**config.mk**
```make
export PLATFORM = sky130hd
export DESIGN_NAME = spi_dac_scheduler_flat
export DESIGN_NICKNAME = d
export VERILOG_FILES = /design/src/rtl/spi_dac_scheduler_pkg.sv /design/src/rtl/spi_dac_scheduler_if.sv /design/src/rtl/spi_dac_shifter.sv /design/src/rtl/spi_dac_scheduler.sv /design/src/flat_wrapper.sv
export SDC_FILE = /design/constraint.sdc
export NUM_CORES = 1
export LEC_CHECK = 0
export CORE_ASPECT_RATIO = 0.75
export CORE_UTILIZATION = 49
export CTS_BUF_LIST = sky130_fd_sc_hd__clkbuf_4
export DETAILED_ROUTE_END_ITERATION = 7
export PLACE_DENSITY = 0.92
export SKIP_CTS_REPAIR_TIMING = 1
export SYNTH_ARGS = -nofsm -noshare
export SYNTH_HDL_FRONTEND = slang
export SYNTH_SLANG_ARGS = --single-unit
export TNS_END_PERCENT = 30
```
**constraint.sdc**
```tcl
create_clock -name clk_clk -period 4.4 [get_ports clk_clk]
set_clock_uncertainty 0.05 [all_clocks]
set_input_delay 0.66 -clock clk_clk [delete_from_list [all_inputs] [get_ports clk_clk]]
set_output_delay 0.66 -clock clk_clk [all_outputs]
set_load 0.05 [all_outputs]
```
**src/rtl/spi_dac_scheduler_pkg.sv**
```systemverilog
// spi_dac_sched_pkg: state encoding, default parameters and the round-robin pointer helper
// shared by the DAC SPI scheduler files.
package spi_dac_sched_pkg;

   localparam int DEF_NREQ    = 4;
   localparam int DEF_WORD_W  = 24;
   localparam int DEF_CLK_DIV = 4;
   localparam int DEF_RST_CYC = 100;
   localparam int DEF_GAP_CYC = 4;

   typedef enum logic [2:0] {
      ST_DACRST = 3'd0,
      ST_IDLE   = 3'd1,
      ST_SETUP  = 3'd2,
      ST_SHIFT  = 3'd3,
      ST_HOLD   = 3'd4,
      ST_GAP    = 3'd5
   } sched_state_e;

   // Plain-vector aliases so the state register stays a logic vector.
   localparam logic [2:0] S_DACRST = ST_DACRST;
   localparam logic [2:0] S_IDLE   = ST_IDLE;
   localparam logic [2:0] S_SETUP  = ST_SETUP;
   localparam logic [2:0] S_SHIFT  = ST_SHIFT;
   localparam logic [2:0] S_HOLD   = ST_HOLD;
   localparam logic [2:0] S_GAP    = ST_GAP;

   function automatic int rr_next(input int idx, input int n);
      return (idx + 1 == n) ? 0 : idx + 1;
   endfunction

endpackage

```
**src/rtl/spi_dac_scheduler_if.sv**
```systemverilog
// spi_dac_scheduler_if: requester handshake bundle (valid/data in, one-hot ready/done out).
interface spi_dac_scheduler_if import spi_dac_sched_pkg::*; #(
   parameter int NREQ   = DEF_NREQ,
   parameter int WORD_W = DEF_WORD_W
);
   logic [NREQ-1:0]        req_valid;
   logic [NREQ*WORD_W-1:0] req_data;
   logic [NREQ-1:0]        req_ready;
   logic [NREQ-1:0]        done;

   modport master (output req_valid, output req_data, input req_ready, input done);
   modport slave  (input req_valid, input req_data, output req_ready, output done);
endinterface

```
**src/rtl/spi_dac_shifter.sv**
```systemverilog
// spi_dac_shifter: SCLK divider tick, bit counter and MOSI/MISO shift registers (CPOL=0, CPHA=0).
// MISO capture exists only when SPI_DAC_READBACK_EN is defined.
module spi_dac_shifter import spi_dac_sched_pkg::*; #(
   parameter int WORD_W  = DEF_WORD_W,
   parameter int CLK_DIV = DEF_CLK_DIV
) (
   input  logic              clk,
   input  logic              rst_n,
   input  logic              i_load,
   input  logic [WORD_W-1:0] i_word,
   input  logic              i_run,
   input  logic              i_shift,
   input  logic              i_miso,
   output logic              o_tick,
   output logic              o_last,
   output logic              o_sclk,
   output logic              o_mosi,
   output logic [WORD_W-1:0] o_rx
);
   localparam int DIV_W = $clog2(CLK_DIV);
   localparam int BIT_W = $clog2(WORD_W);

   logic [DIV_W-1:0]  r_div;
   logic [BIT_W-1:0]  r_bit;
   logic              r_sclk;
   logic [WORD_W-1:0] r_tx;

   assign o_tick = (r_div == DIV_W'(CLK_DIV - 1));
   assign o_last = i_shift & o_tick & r_sclk & (r_bit == BIT_W'(WORD_W - 1));
   assign o_sclk = r_sclk;
   assign o_mosi = r_tx[WORD_W-1];

   // Divider free-runs through SETUP/SHIFT/HOLD; in SHIFT each tick toggles SCLK, falling edge shifts MOSI.
   always_ff @(posedge clk or negedge rst_n) begin
      if (!rst_n) begin
         r_div  <= '0;
         r_bit  <= '0;
         r_sclk <= 1'b0;
         r_tx   <= '0;
      end else if (i_load) begin
         r_div  <= '0;
         r_bit  <= '0;
         r_sclk <= 1'b0;
         r_tx   <= i_word;
      end else if (i_run) begin
         r_div <= o_tick ? '0 : r_div + 1'b1;
         if (i_shift && o_tick) begin
            if (r_sclk) begin
               r_sclk <= 1'b0;
               r_bit  <= r_bit + 1'b1;
               r_tx   <= {r_tx[WORD_W-2:0], 1'b0};
            end else begin
               r_sclk <= 1'b1;
            end
         end
      end
   end

`ifdef SPI_DAC_READBACK_EN
   logic [WORD_W-1:0] r_rx;

   // MISO is captured on the same tick that raises SCLK.
   always_ff @(posedge clk or negedge rst_n) begin
      if (!rst_n) begin
         r_rx <= '0;
      end else if (i_load) begin
         r_rx <= '0;
      end else if (i_run && i_shift && o_tick && !r_sclk) begin
         r_rx <= {r_rx[WORD_W-2:0], i_miso};
      end
   end

   assign o_rx = r_rx;
`else
   logic w_miso_unused;
   assign w_miso_unused = i_miso;
   assign o_rx          = '0;
`endif

endmodule

```
**src/rtl/spi_dac_scheduler.sv**
```systemverilog
// spi_dac_scheduler: DAC reset sequencing, round-robin arbitration and one SPI word per grant.
// Optional MISO readback into rdata is enabled by defining SPI_DAC_READBACK_EN.
module spi_dac_scheduler import spi_dac_sched_pkg::*; #(
   parameter int NREQ    = DEF_NREQ,
   parameter int WORD_W  = DEF_WORD_W,
   parameter int CLK_DIV = DEF_CLK_DIV,
   parameter int RST_CYC = DEF_RST_CYC,
   parameter int GAP_CYC = DEF_GAP_CYC
) (
   input  logic                clk_clk,
   input  logic                reset_reset_n,
   spi_dac_scheduler_if.slave  bus,
   output logic [WORD_W-1:0]   rdata,
   output logic                busy,
   output logic                dac_rst_export,
   output logic                spi_dac_SCLK,
   output logic                spi_dac_MOSI,
   output logic                spi_dac_SS_n,
   input  logic                spi_dac_MISO
);
   localparam int PTR_W = $clog2(NREQ);
   localparam int CNT_W = $clog2(RST_CYC + GAP_CYC + 1);
   localparam logic [NREQ-1:0] ONE = {{(NREQ-1){1'b0}}, 1'b1};

   logic [2:0]        r_state;
   logic [CNT_W-1:0]  r_cnt;
   logic [PTR_W-1:0]  r_ptr;
   logic [PTR_W-1:0]  r_gnt;
   logic              r_ss_n;
   logic              r_busy;
   logic              r_dac_rst;
   logic [NREQ-1:0]   r_done;

   logic              w_found;
   logic [PTR_W-1:0]  w_winner;
   logic [NREQ-1:0]   w_ready;
   logic              w_load;
   logic              w_run;
   logic              w_shift;
   logic              w_tick;
   logic              w_last;
   logic              w_sclk;
   logic              w_mosi;
   logic [WORD_W-1:0] w_word;
   logic [WORD_W-1:0] w_rx;

   // Round-robin search: first valid requester at or above the pointer, wrapping around.
   always_comb begin
      int j;
      j        = 0;
      w_found  = 1'b0;
      w_winner = '0;
      for (int k = 0; k < NREQ; k++) begin
         j = int'(r_ptr) + k;
         j = (j >= NREQ) ? j - NREQ : j;
         if (!w_found && bus.req_valid[PTR_W'(j)]) begin
            w_found  = 1'b1;
            w_winner = PTR_W'(j);
         end else begin
            w_winner = w_winner;
         end
      end
   end

   assign w_load  = (r_state == S_IDLE) && w_found;
   assign w_ready = w_load ? (ONE << w_winner) : '0;
   assign w_run   = (r_state == S_SETUP) || (r_state == S_SHIFT) || (r_state == S_HOLD);
   assign w_shift = (r_state == S_SHIFT);
   assign w_word  = bus.req_data[int'(w_winner)*WORD_W +: WORD_W];

   spi_dac_shifter #(
      .WORD_W  (WORD_W),
      .CLK_DIV (CLK_DIV)
   ) u_shifter (
      .clk     (clk_clk),
      .rst_n   (reset_reset_n),
      .i_load  (w_load),
      .i_word  (w_word),
      .i_run   (w_run),
      .i_shift (w_shift),
      .i_miso  (spi_dac_MISO),
      .o_tick  (w_tick),
      .o_last  (w_last),
      .o_sclk  (w_sclk),
      .o_mosi  (w_mosi),
      .o_rx    (w_rx)
   );

   // Sequencer: DAC reset pulse, grant handshake, SPI frame phases and the inter-word gap.
   always_ff @(posedge clk_clk or negedge reset_reset_n) begin
      if (!reset_reset_n) begin
         r_state   <= S_DACRST;
         r_cnt     <= '0;
         r_ptr     <= '0;
         r_gnt     <= '0;
         r_ss_n    <= 1'b1;
         r_busy    <= 1'b1;
         r_dac_rst <= 1'b1;
         r_done    <= '0;
      end else begin
         r_done <= '0;
         case (r_state)
            S_DACRST: begin
               if (r_cnt == CNT_W'(RST_CYC - 1)) begin
                  r_state   <= S_IDLE;
                  r_cnt     <= '0;
                  r_dac_rst <= 1'b0;
                  r_busy    <= 1'b0;
               end else begin
                  r_cnt <= r_cnt + 1'b1;
               end
            end
            S_IDLE: begin
               if (w_load) begin
                  r_state <= S_SETUP;
                  r_gnt   <= w_winner;
                  r_ptr   <= PTR_W'(rr_next(int'(w_winner), NREQ));
                  r_ss_n  <= 1'b0;
                  r_busy  <= 1'b1;
               end
            end
            S_SETUP: begin
               if (w_tick) begin
                  r_state <= S_SHIFT;
               end
            end
            S_SHIFT: begin
               if (w_last) begin
                  r_state <= S_HOLD;
               end
            end
            S_HOLD: begin
               if (w_tick) begin
                  r_state <= S_GAP;
                  r_ss_n  <= 1'b1;
                  r_done  <= ONE << r_gnt;
               end
            end
            S_GAP: begin
               if (r_cnt == CNT_W'(GAP_CYC - 1)) begin
                  r_state <= S_IDLE;
                  r_cnt   <= '0;
                  r_busy  <= 1'b0;
               end else begin
                  r_cnt <= r_cnt + 1'b1;
               end
            end
            default: begin
               r_state   <= S_DACRST;
               r_cnt     <= '0;
               r_ss_n    <= 1'b1;
               r_busy    <= 1'b1;
               r_dac_rst <= 1'b1;
            end
         endcase
      end
   end

`ifdef SPI_DAC_READBACK_EN
   logic [WORD_W-1:0] r_rdata;

   // Readback word becomes visible together with the done pulse.
   always_ff @(posedge clk_clk or negedge reset_reset_n) begin
      if (!reset_reset_n) begin
         r_rdata <= '0;
      end else if ((r_state == S_HOLD) && w_tick) begin
         r_rdata <= w_rx;
      end
   end

   assign rdata = r_rdata;
`else
   logic w_rx_unused;
   assign w_rx_unused = |w_rx;
   assign rdata       = '0;
`endif

   assign bus.req_ready  = w_ready;
   assign bus.done       = r_done;
   assign busy           = r_busy;
   assign dac_rst_export = r_dac_rst;
   assign spi_dac_SS_n   = r_ss_n;
   assign spi_dac_SCLK   = w_sclk;
   assign spi_dac_MOSI   = w_mosi;

endmodule

```
**src/flat_wrapper.sv**
```systemverilog
// flat-port wrapper written by rule: the top's interface ports become plain ports
module spi_dac_scheduler_flat import spi_dac_sched_pkg::*;
#(
   parameter int NREQ    = DEF_NREQ,
   parameter int WORD_W  = DEF_WORD_W,
   parameter int CLK_DIV = DEF_CLK_DIV,
   parameter int RST_CYC = DEF_RST_CYC,
   parameter int GAP_CYC = DEF_GAP_CYC
)
  (clk_clk, reset_reset_n, rdata, busy, dac_rst_export, spi_dac_SCLK, spi_dac_MOSI, spi_dac_SS_n, spi_dac_MISO, bus_req_valid, bus_req_data, bus_req_ready, bus_done);
  spi_dac_scheduler_if #(.NREQ(NREQ), .WORD_W(WORD_W)) bus_i ();
  input  logic clk_clk;
  input  logic reset_reset_n;
  output logic [WORD_W-1:0] rdata;
  output logic busy;
  output logic dac_rst_export;
  output logic spi_dac_SCLK;
  output logic spi_dac_MOSI;
  output logic spi_dac_SS_n;
  input  logic spi_dac_MISO;
  input wire logic [$bits(bus_i.req_valid)-1:0] bus_req_valid;
  input wire logic [$bits(bus_i.req_data)-1:0] bus_req_data;
  output wire logic [$bits(bus_i.req_ready)-1:0] bus_req_ready;
  output wire logic [$bits(bus_i.done)-1:0] bus_done;
  assign bus_i.req_valid = bus_req_valid;
  assign bus_i.req_data = bus_req_data;
  assign bus_req_ready = bus_i.req_ready;
  assign bus_done = bus_i.done;
  spi_dac_scheduler #(.NREQ(NREQ), .WORD_W(WORD_W), .CLK_DIV(CLK_DIV), .RST_CYC(RST_CYC), .GAP_CYC(GAP_CYC)) u_core (.clk_clk(clk_clk), .reset_reset_n(reset_reset_n), .bus(bus_i), .rdata(rdata), .busy(busy), .dac_rst_export(dac_rst_export), .spi_dac_SCLK(spi_dac_SCLK), .spi_dac_MOSI(spi_dac_MOSI), .spi_dac_SS_n(spi_dac_SS_n), .spi_dac_MISO(spi_dac_MISO));
endmodule
```
# Word-level counts from Yosys, hierarchy flattened
# Index checks and enable logic that the tools add are counted.
[op_classes]
addsub = 11
multipliers = 1
order_cmp = 8
eq_ne = 16
n_shift = 3
muxes = 61
n_bitwise = 6
n_reduce_logical = 25
[ops]
columns = ["op", "count"]
rows = [
  ["two-way mux 24 bit", 4],
  ["indexed part select 96 x 32 -> 24 bit", 1],
  ["two-way mux 2 bit", 12],
  ["two-way mux 1 bit", 21],
  ["one-hot mux 7 bit (3 select lines)", 1],
  ["two-way mux 5 bit", 4],
  ["two-way mux 3 bit", 6],
  ["one-hot mux 3 bit (6 select lines)", 1],
  ["< comparator 2 x 4 -> 1 bit, second input constant", 4],
  ["two-way mux 7 bit", 2],
  ["two-way mux 4 bit", 3],
  ["equality test 3 bit, second input constant", 3],
  ["greater-or-equal comparator 3 bit, second input constant", 3],
  ["binary-select mux 1 bit (select 2 bit)", 4],
  ["!= test 2 x 1 -> 1 bit, second input constant", 4],
  ["OR reduction 4 bit", 2],
  ["left shift 1 x 2 -> 4 bit, first input constant", 2],
  ["subtractor 2 x 1 -> 2 bit, second input constant", 4],
  ["adder 7 x 1 -> 7 bit, second input constant", 1],
  ["equality test 7 x 2 -> 1 bit, second input constant", 1],
  ["equality test 7 bit, second input constant", 1],
  ["adder 2 x 1 -> 3 bit, second input constant", 2],
  ["adder 2 x 2 -> 3 bit, second input constant", 2],
  ["equality test 3 x 2 -> 1 bit, second input constant", 2],
  ["24 further kinds", 41],
]
[word_totals]
regBits = 53
output_inout_bits = 37
wordCells = 143

# Longest topological paths before layout
[depth]
ltp_word = 18
ltp_mapped = 10

# Cells and area by module
# Synthesis repeated with hierarchy kept, for this count alone.
[unflattened]
hier_cells = 394
hier_area_um2 = 3777.4
[by_module_without_submodules]
columns = ["module", "n_inst", "cells_each", "area_each_um2", "seq_area_each_um2"]
rows = [
  ["spi_dac_scheduler", 1, 227, 2123.3, 529.3],
  ["spi_dac_shifter", 1, 167, 1654.1, 800.8],
]

# Worst setup path after synthesis
# OpenSTA, ideal clock, no wires.
[synth_path]
kind = "input -> output"
from = "input bus_req_valid[2]"
to = "output bus_req_ready[2]"
arrival_time_ns = 1.960
setup_slack_ns = 1.730
cell_stages = 8
cell_sequence = "nand2b_1 a21oi_1 and2b_1 buf_6 inv_4 buf_4 ha_1 and2_1"
[synth_via]
elab_chain_len = 15
elab_cells_between_ends = 29
[synth_lines]
columns = ["element", "line", "text"]
rows = [
  ["start: declaration", "flat_wrapper.sv:21", "input wire logic [$bits(bus_i.req_valid)-1:0] bus_req_valid;"],
  ["binary-select mux 1 bit (select 2 bit)", "spi_dac_scheduler.sv:56", "if (!w_found && bus.req_valid[PTR_W'(j)]) begin"],
  ["two-way mux 1 bit (implied by the code) (2 in series)", "spi_dac_scheduler.sv:56", ""],
  ["two-way mux 1 bit", "spi_dac_scheduler.sv:56", ""],
  ["logical NOT 1 bit", "spi_dac_scheduler.sv:56", ""],
  ["logical AND 1 bit", "spi_dac_scheduler.sv:56", ""],
  ["two-way mux 1 bit", "spi_dac_scheduler.sv:56", ""],
  ["logical NOT 1 bit", "spi_dac_scheduler.sv:56", ""],
  ["logical AND 1 bit", "spi_dac_scheduler.sv:56", ""],
  ["two-way mux 1 bit", "spi_dac_scheduler.sv:56", ""],
  ["logical NOT 1 bit", "spi_dac_scheduler.sv:56", ""],
  ["logical AND 1 bit", "spi_dac_scheduler.sv:56", ""],
  ["two-way mux 2 bit *", "spi_dac_scheduler.sv:56", ""],
  ["net u_core.w_winner[0]", "spi_dac_scheduler.sv:35", "logic [PTR_W-1:0] w_winner;"],
  ["left shift 1 x 2 -> 4 bit *", "spi_dac_scheduler.sv:66", "assign w_ready = w_load ? (ONE << w_winner) : '0;"],
  ["two-way mux 4 bit *", "spi_dac_scheduler.sv:66", ""],
  ["end: declaration", "flat_wrapper.sv:23", "output wire logic [$bits(bus_i.req_ready)-1:0] bus_req_ready;"],
]
# The timed path passes the listed nets; every way through them passes the cells marked *. The select of a mux whose other input is x is not followed.

# Worst setup path in the final report
[layout_path]
from = "input bus_req_valid[3]"
to = "output bus_req_ready[1]"
# The elaborated chain is that of the path after synthesis.

==> impl_metrics.py <==
metrics = {
    "timing": {
        "setup_viol_count_final": 0,
        "worst-slew-pin-transition_ns": 0.996,
        "layout_min_cycle_time_ns": 4.00,
        "rsz0062_at_grt": "no",
        "hold_slack_ns": 0.316,
        "final_hold_viol_count": 0,
        "relSlewSlack_pct": 33.3,
        "maxSlewViolCount": 0,
        "period_utilization_pct": 90.8,
        "tns_setup_ns": 0,
        "fmaxAchievable_mhz": 250,
    },
    "synthesis": {
        "edff_count_synth": 0,
        "yosysUniqueCellTypes": 62,
        "syn_inst": 392,
        "synth_ff_type": "sky130_fd_sc_hd__dfrtp_1",
        "ys_warn_count": 0,
        "netlist_area_um2": 3660,
        "async_flop_share_pct": 100,
        "avgSynthCellArea_um2": 9.33,
        "flops_latches_synth": 53,
        "yosysSeqAreaShare_pct": 36.4,
    },
    "floorplan": {
        "fp.coreArea_um2": 7030,
        "fp.dieW_um": 102,
        "io-pin-count": 140,
        "rows": 26,
        "floorplan.initialDensity_pct": 52.0,
        "die-height_um": 76.8,
        "design.die.area_um2": 7820,
    },
    "grt": {
        "via_count_of_the_first_global_routing_pass": 3349,
        "residual_overflow_from_global_routing": 0,
        "grt_start_max_net_pins": 54,
        "antenna_found_initial": 0,
        "grt_first_pass_wirelength_mm": 15.8,
        "all_layer_gr_usage_pct": 25.8,
    },
    "worst_setup_path": {
        "cp-start-kind": "input pin",
        "crit_required_ns": 3.69,
        "critPathKind": "in2out",
        "critPathCaptureType": "output port",
        "cp_max_fo": 9,
        "cp.arrival_ns": 3.29,
    },
    "layout": {
        "fillers": 536,
        "seqCellArea_um2": 1330,
        "flow.area_growth_from_synthesis_pct": 31.9,
        "finalInstanceArea_um2": 4820,
        "fin_nets": 608,
        "insertedDiodeCount": 0,
        "final_layout_size_suffix_gt1_share_pct": 7.04,
        "multi_input_area_um2": 2080,
    },
    "power_and_ir_drop": {
        "switching_share_pct": 43.3,
        "power.ir.vdd_worst_uv": 220,
        "power.switching_w": 0.00101,
        "cell_internal_pwr_w": 0.00133,
        "power-per-cell-area_nw_per_um2": 486,
        "power.static_leakage_nw": 2.08,
        "power.share.clock_pct": 12.4,
        "p_seq_share_pct": 37.6,
        "comb_power_share_pct": 50.0,
    },
    "detailed_routing": {
        "dr.first_iter.drc_count": 288,
        "avgRoutedWirePerCell_um": 17.0,
        "via_count": 3463,
        "postRouteAntennaNets": 0,
        "via_per_inst": 5.82,
        "first_pass_iteration_count_of_the_detailed_router": 5,
        "remaining_drc_errors": 0,
        "wl_mm": 10.1,
    },
    "clock_tree": {
        "clock-root-buffer": "sky130_fd_sc_hd__clkbuf_4",
        "htree_num_levels": 2,
        "tritoncts_clock_tree": "built",
        "cts-buffers-inserted": 5,
        "insertion_delay_ns": 0.40,
        "clk_transition_reported_paths_ns": 0.16,
        "clock_sinks": 53,
        "cts_buffer_depth": 2,
    },
    "place": {
        "dpl_cell_area_um2": 4740,
        "gp_routability_congestion": 0.840,
        "io_buffers": 114,
        "detailed_place_hpwl_mm": 7.53,
    },
    "worst_hold_path": {
        "hp-class": "in2async",
    },
    "run": {
        "max-cap-violations": 0,
    },
    "run_status": {
        "run_status": "finished, final reports clean",
    },
}
==> critical path, cell delays in order <==
cell and delay [ns]:
sky130_fd_sc_hd__clkdlybuf4s50_1 0.66, sky130_fd_sc_hd__nand3b_1 0.18, sky130_fd_sc_hd__o221ai_1 0.28, sky130_fd_sc_hd__nor2_4 0.34, sky130_fd_sc_hd__inv_2 0.12, sky130_fd_sc_hd__ha_1 0.19, sky130_fd_sc_hd__and2_1 0.15, sky130_fd_sc_hd__clkdlybuf4s50_1 0.70
==> Yosys cell counts (4+ instances only) <==
master	n	area (um2)
sky130_fd_sc_hd__a21oi_1	9	45.0
sky130_fd_sc_hd__a221oi_1	8	70.1
sky130_fd_sc_hd__a22oi_1	9	67.6
sky130_fd_sc_hd__a2bb2oi_1	4	35.0
sky130_fd_sc_hd__and2_1	4	25.0
sky130_fd_sc_hd__and3_1	13	81.3
sky130_fd_sc_hd__buf_2	8	40.0
sky130_fd_sc_hd__buf_4	26	195
sky130_fd_sc_hd__clkbuf_1	8	30.0
sky130_fd_sc_hd__dfrtp_1	50	1250
sky130_fd_sc_hd__ha_1	9	113
sky130_fd_sc_hd__inv_1	7	26.3
sky130_fd_sc_hd__mux2i_1	41	410
sky130_fd_sc_hd__nand2_1	54	203
sky130_fd_sc_hd__nand3_1	8	40.0
sky130_fd_sc_hd__nand3b_1	4	30.0
sky130_fd_sc_hd__nand4_1	6	37.5
sky130_fd_sc_hd__nor2_1	26	97.6
sky130_fd_sc_hd__nor3_1	4	20.0
sky130_fd_sc_hd__o21ai_0	16	80.1
sky130_fd_sc_hd__o221ai_1	9	78.8
sky130_fd_sc_hd__xnor2_1	5	43.8
sky130_fd_sc_hd__xor2_1	5	43.8
==> power groups by stage <==
stage | clock (W) | sequential (W) | combinational [W]
floorplan | 0 | 0.000865 | 0.000870
global placement | 0 | 0.000865 | 0.00110
detailed placement | 0 | 0.000879 | 0.00116
CTS | 0.000290 | 0.000872 | 0.00117
global route | 0.000313 | 0.000903 | 0.00128
finish | 0.000290 | 0.000880 | 0.00117
==> area by class of cell <==
cell class | instances | share of cell area [%]
clock buffers | 5 | 0.778
clock inverters | 3 | 0.960
inverters | 9 | 0.752
multi-input cells | 308 | 43.2
flip-flops and latches | 53 | 27.6
well taps | 98 | 2.54
repair buffers | 119 | 24.2
==> placed cells by master, fill, tap and decap left out, types with 3 or more instances in the layout <==
master | Yosys | layout
sky130_fd_sc_hd__clkdlybuf4s50_1 | 0 | 111
sky130_fd_sc_hd__clkbuf_4 | 0 | 5
sky130_fd_sc_hd__a22oi_1 | 9 | 9
sky130_fd_sc_hd__a2bb2oi_1 | 4 | 4
sky130_fd_sc_hd__a221oi_2 | 3 | 3
sky130_fd_sc_hd__a21oi_1 | 9 | 9
sky130_fd_sc_hd__o221ai_1 | 9 | 9
sky130_fd_sc_hd__nand2_1 | 54 | 54
sky130_fd_sc_hd__nor3_1 | 4 | 4
sky130_fd_sc_hd__mux2i_1 | 41 | 41
sky130_fd_sc_hd__a22o_1 | 3 | 3
sky130_fd_sc_hd__conb_1 | 1 | 24
sky130_fd_sc_hd__a32oi_1 | 3 | 3
sky130_fd_sc_hd__dfstp_2 | 3 | 3
sky130_fd_sc_hd__and2_1 | 4 | 4
sky130_fd_sc_hd__xnor2_1 | 5 | 5
sky130_fd_sc_hd__o21ai_0 | 16 | 16
sky130_fd_sc_hd__dfrtp_1 | 50 | 50
sky130_fd_sc_hd__and3_1 | 13 | 13
sky130_fd_sc_hd__nor2_1 | 26 | 25
sky130_fd_sc_hd__nand3b_1 | 4 | 4
sky130_fd_sc_hd__xor2_1 | 5 | 5
sky130_fd_sc_hd__buf_4 | 26 | 7
sky130_fd_sc_hd__nand4_1 | 6 | 6
sky130_fd_sc_hd__a221oi_1 | 8 | 8
sky130_fd_sc_hd__nand3_1 | 8 | 8
sky130_fd_sc_hd__inv_1 | 7 | 7
sky130_fd_sc_hd__ha_1 | 9 | 9
==> state kept, by name, summed over array words and instances (netlist names) <==
signal                   count
u_core.r_state               3
u_core.u_shifter.r_tx       24
u_core.bus.done              4
u_core.u_shifter.r_div       2
u_core.u_shifter.o_sclk      1
u_core.spi_dac_SS_n          1
u_core.dac_rst_export        1
u_core.u_shifter.r_bit       5
u_core.r_ptr                 2
u_core.r_cnt                 7
u_core.r_gnt                 2
u_core.busy                  1
==> kinds of logic (layout without fill, tap and decap cells) <==
family | after synthesis | count (layout) | synth area share [%]
other | 1 | 24 | 0.103
flip-flops | 53 | 53 | 36.4
XOR/XNOR | 10 | 10 | 2.39
buffers and inverters | 54 | 136 | 9.17
AND/OR/NAND/NOR | 137 | 137 | 19.4
AO/OA/AOI/OAI | 85 | 85 | 17.3
multiplexers | 43 | 43 | 12.1
adder cells (fa/ha/maj) | 9 | 9 | 3.08
==> path summary, 6_finish.rpt <==
| path | end | slack, ns | cells past startpoint | startpoint |
|---|---|---|---|---|
| setup / recovery | bus_req_ready[1] | 0.40 | 8 | bus_req_valid[3] |
| hold / removal | u_core.r_cnt[3] | 0.32 | 2 | reset_reset_n |
| setup reg to reg | u_core.u_shifter.r_tx[0] | 1.52 | 7 | u_core.r_ptr[1] |
| hold reg to reg | u_core.bus.done[2] | 0.43 | 1 | u_core.r_gnt[0] |
| max in group asynchronous | u_core.r_ptr[0] | 3.54 | 2 | reset_reset_n |
| min in group clk_clk | u_core.bus.done[2] | 0.43 | 1 | u_core.r_gnt[0] |
==> per-stage QoR <==
| step | instances | util, % | total power, W | setup slack [ns] |
|---|---|---|---|---|
| final | 595 | 68.6 | 0.00234 | 0.404 |
| after global routing | 595 | 68.6 | 0.00250 | 0.238 |
| after CTS | 595 | 68.6 | 0.00233 | 0.459 |
| after detailed placement | 587 | 67.4 | 0.00204 | 0.488 |
| after global placement | 587 | 67.4 | 0.00197 | 0.576 |
| after floorplan | 415 | - | 0.00174 | 1.73 |
==> per-layer routing <==
metal / wire (um) / up-vias / GRT usage (%)
li1: - / 1593 / -
met1: 4190 / 1625 / 33.7
met2: 4890 / 215 / 41.7
met3: 780 / 30 / 4.19
met4: 272 / 0 / 11.6
met5: 0 / - / 0
Power figures use the tool's default switching activity.
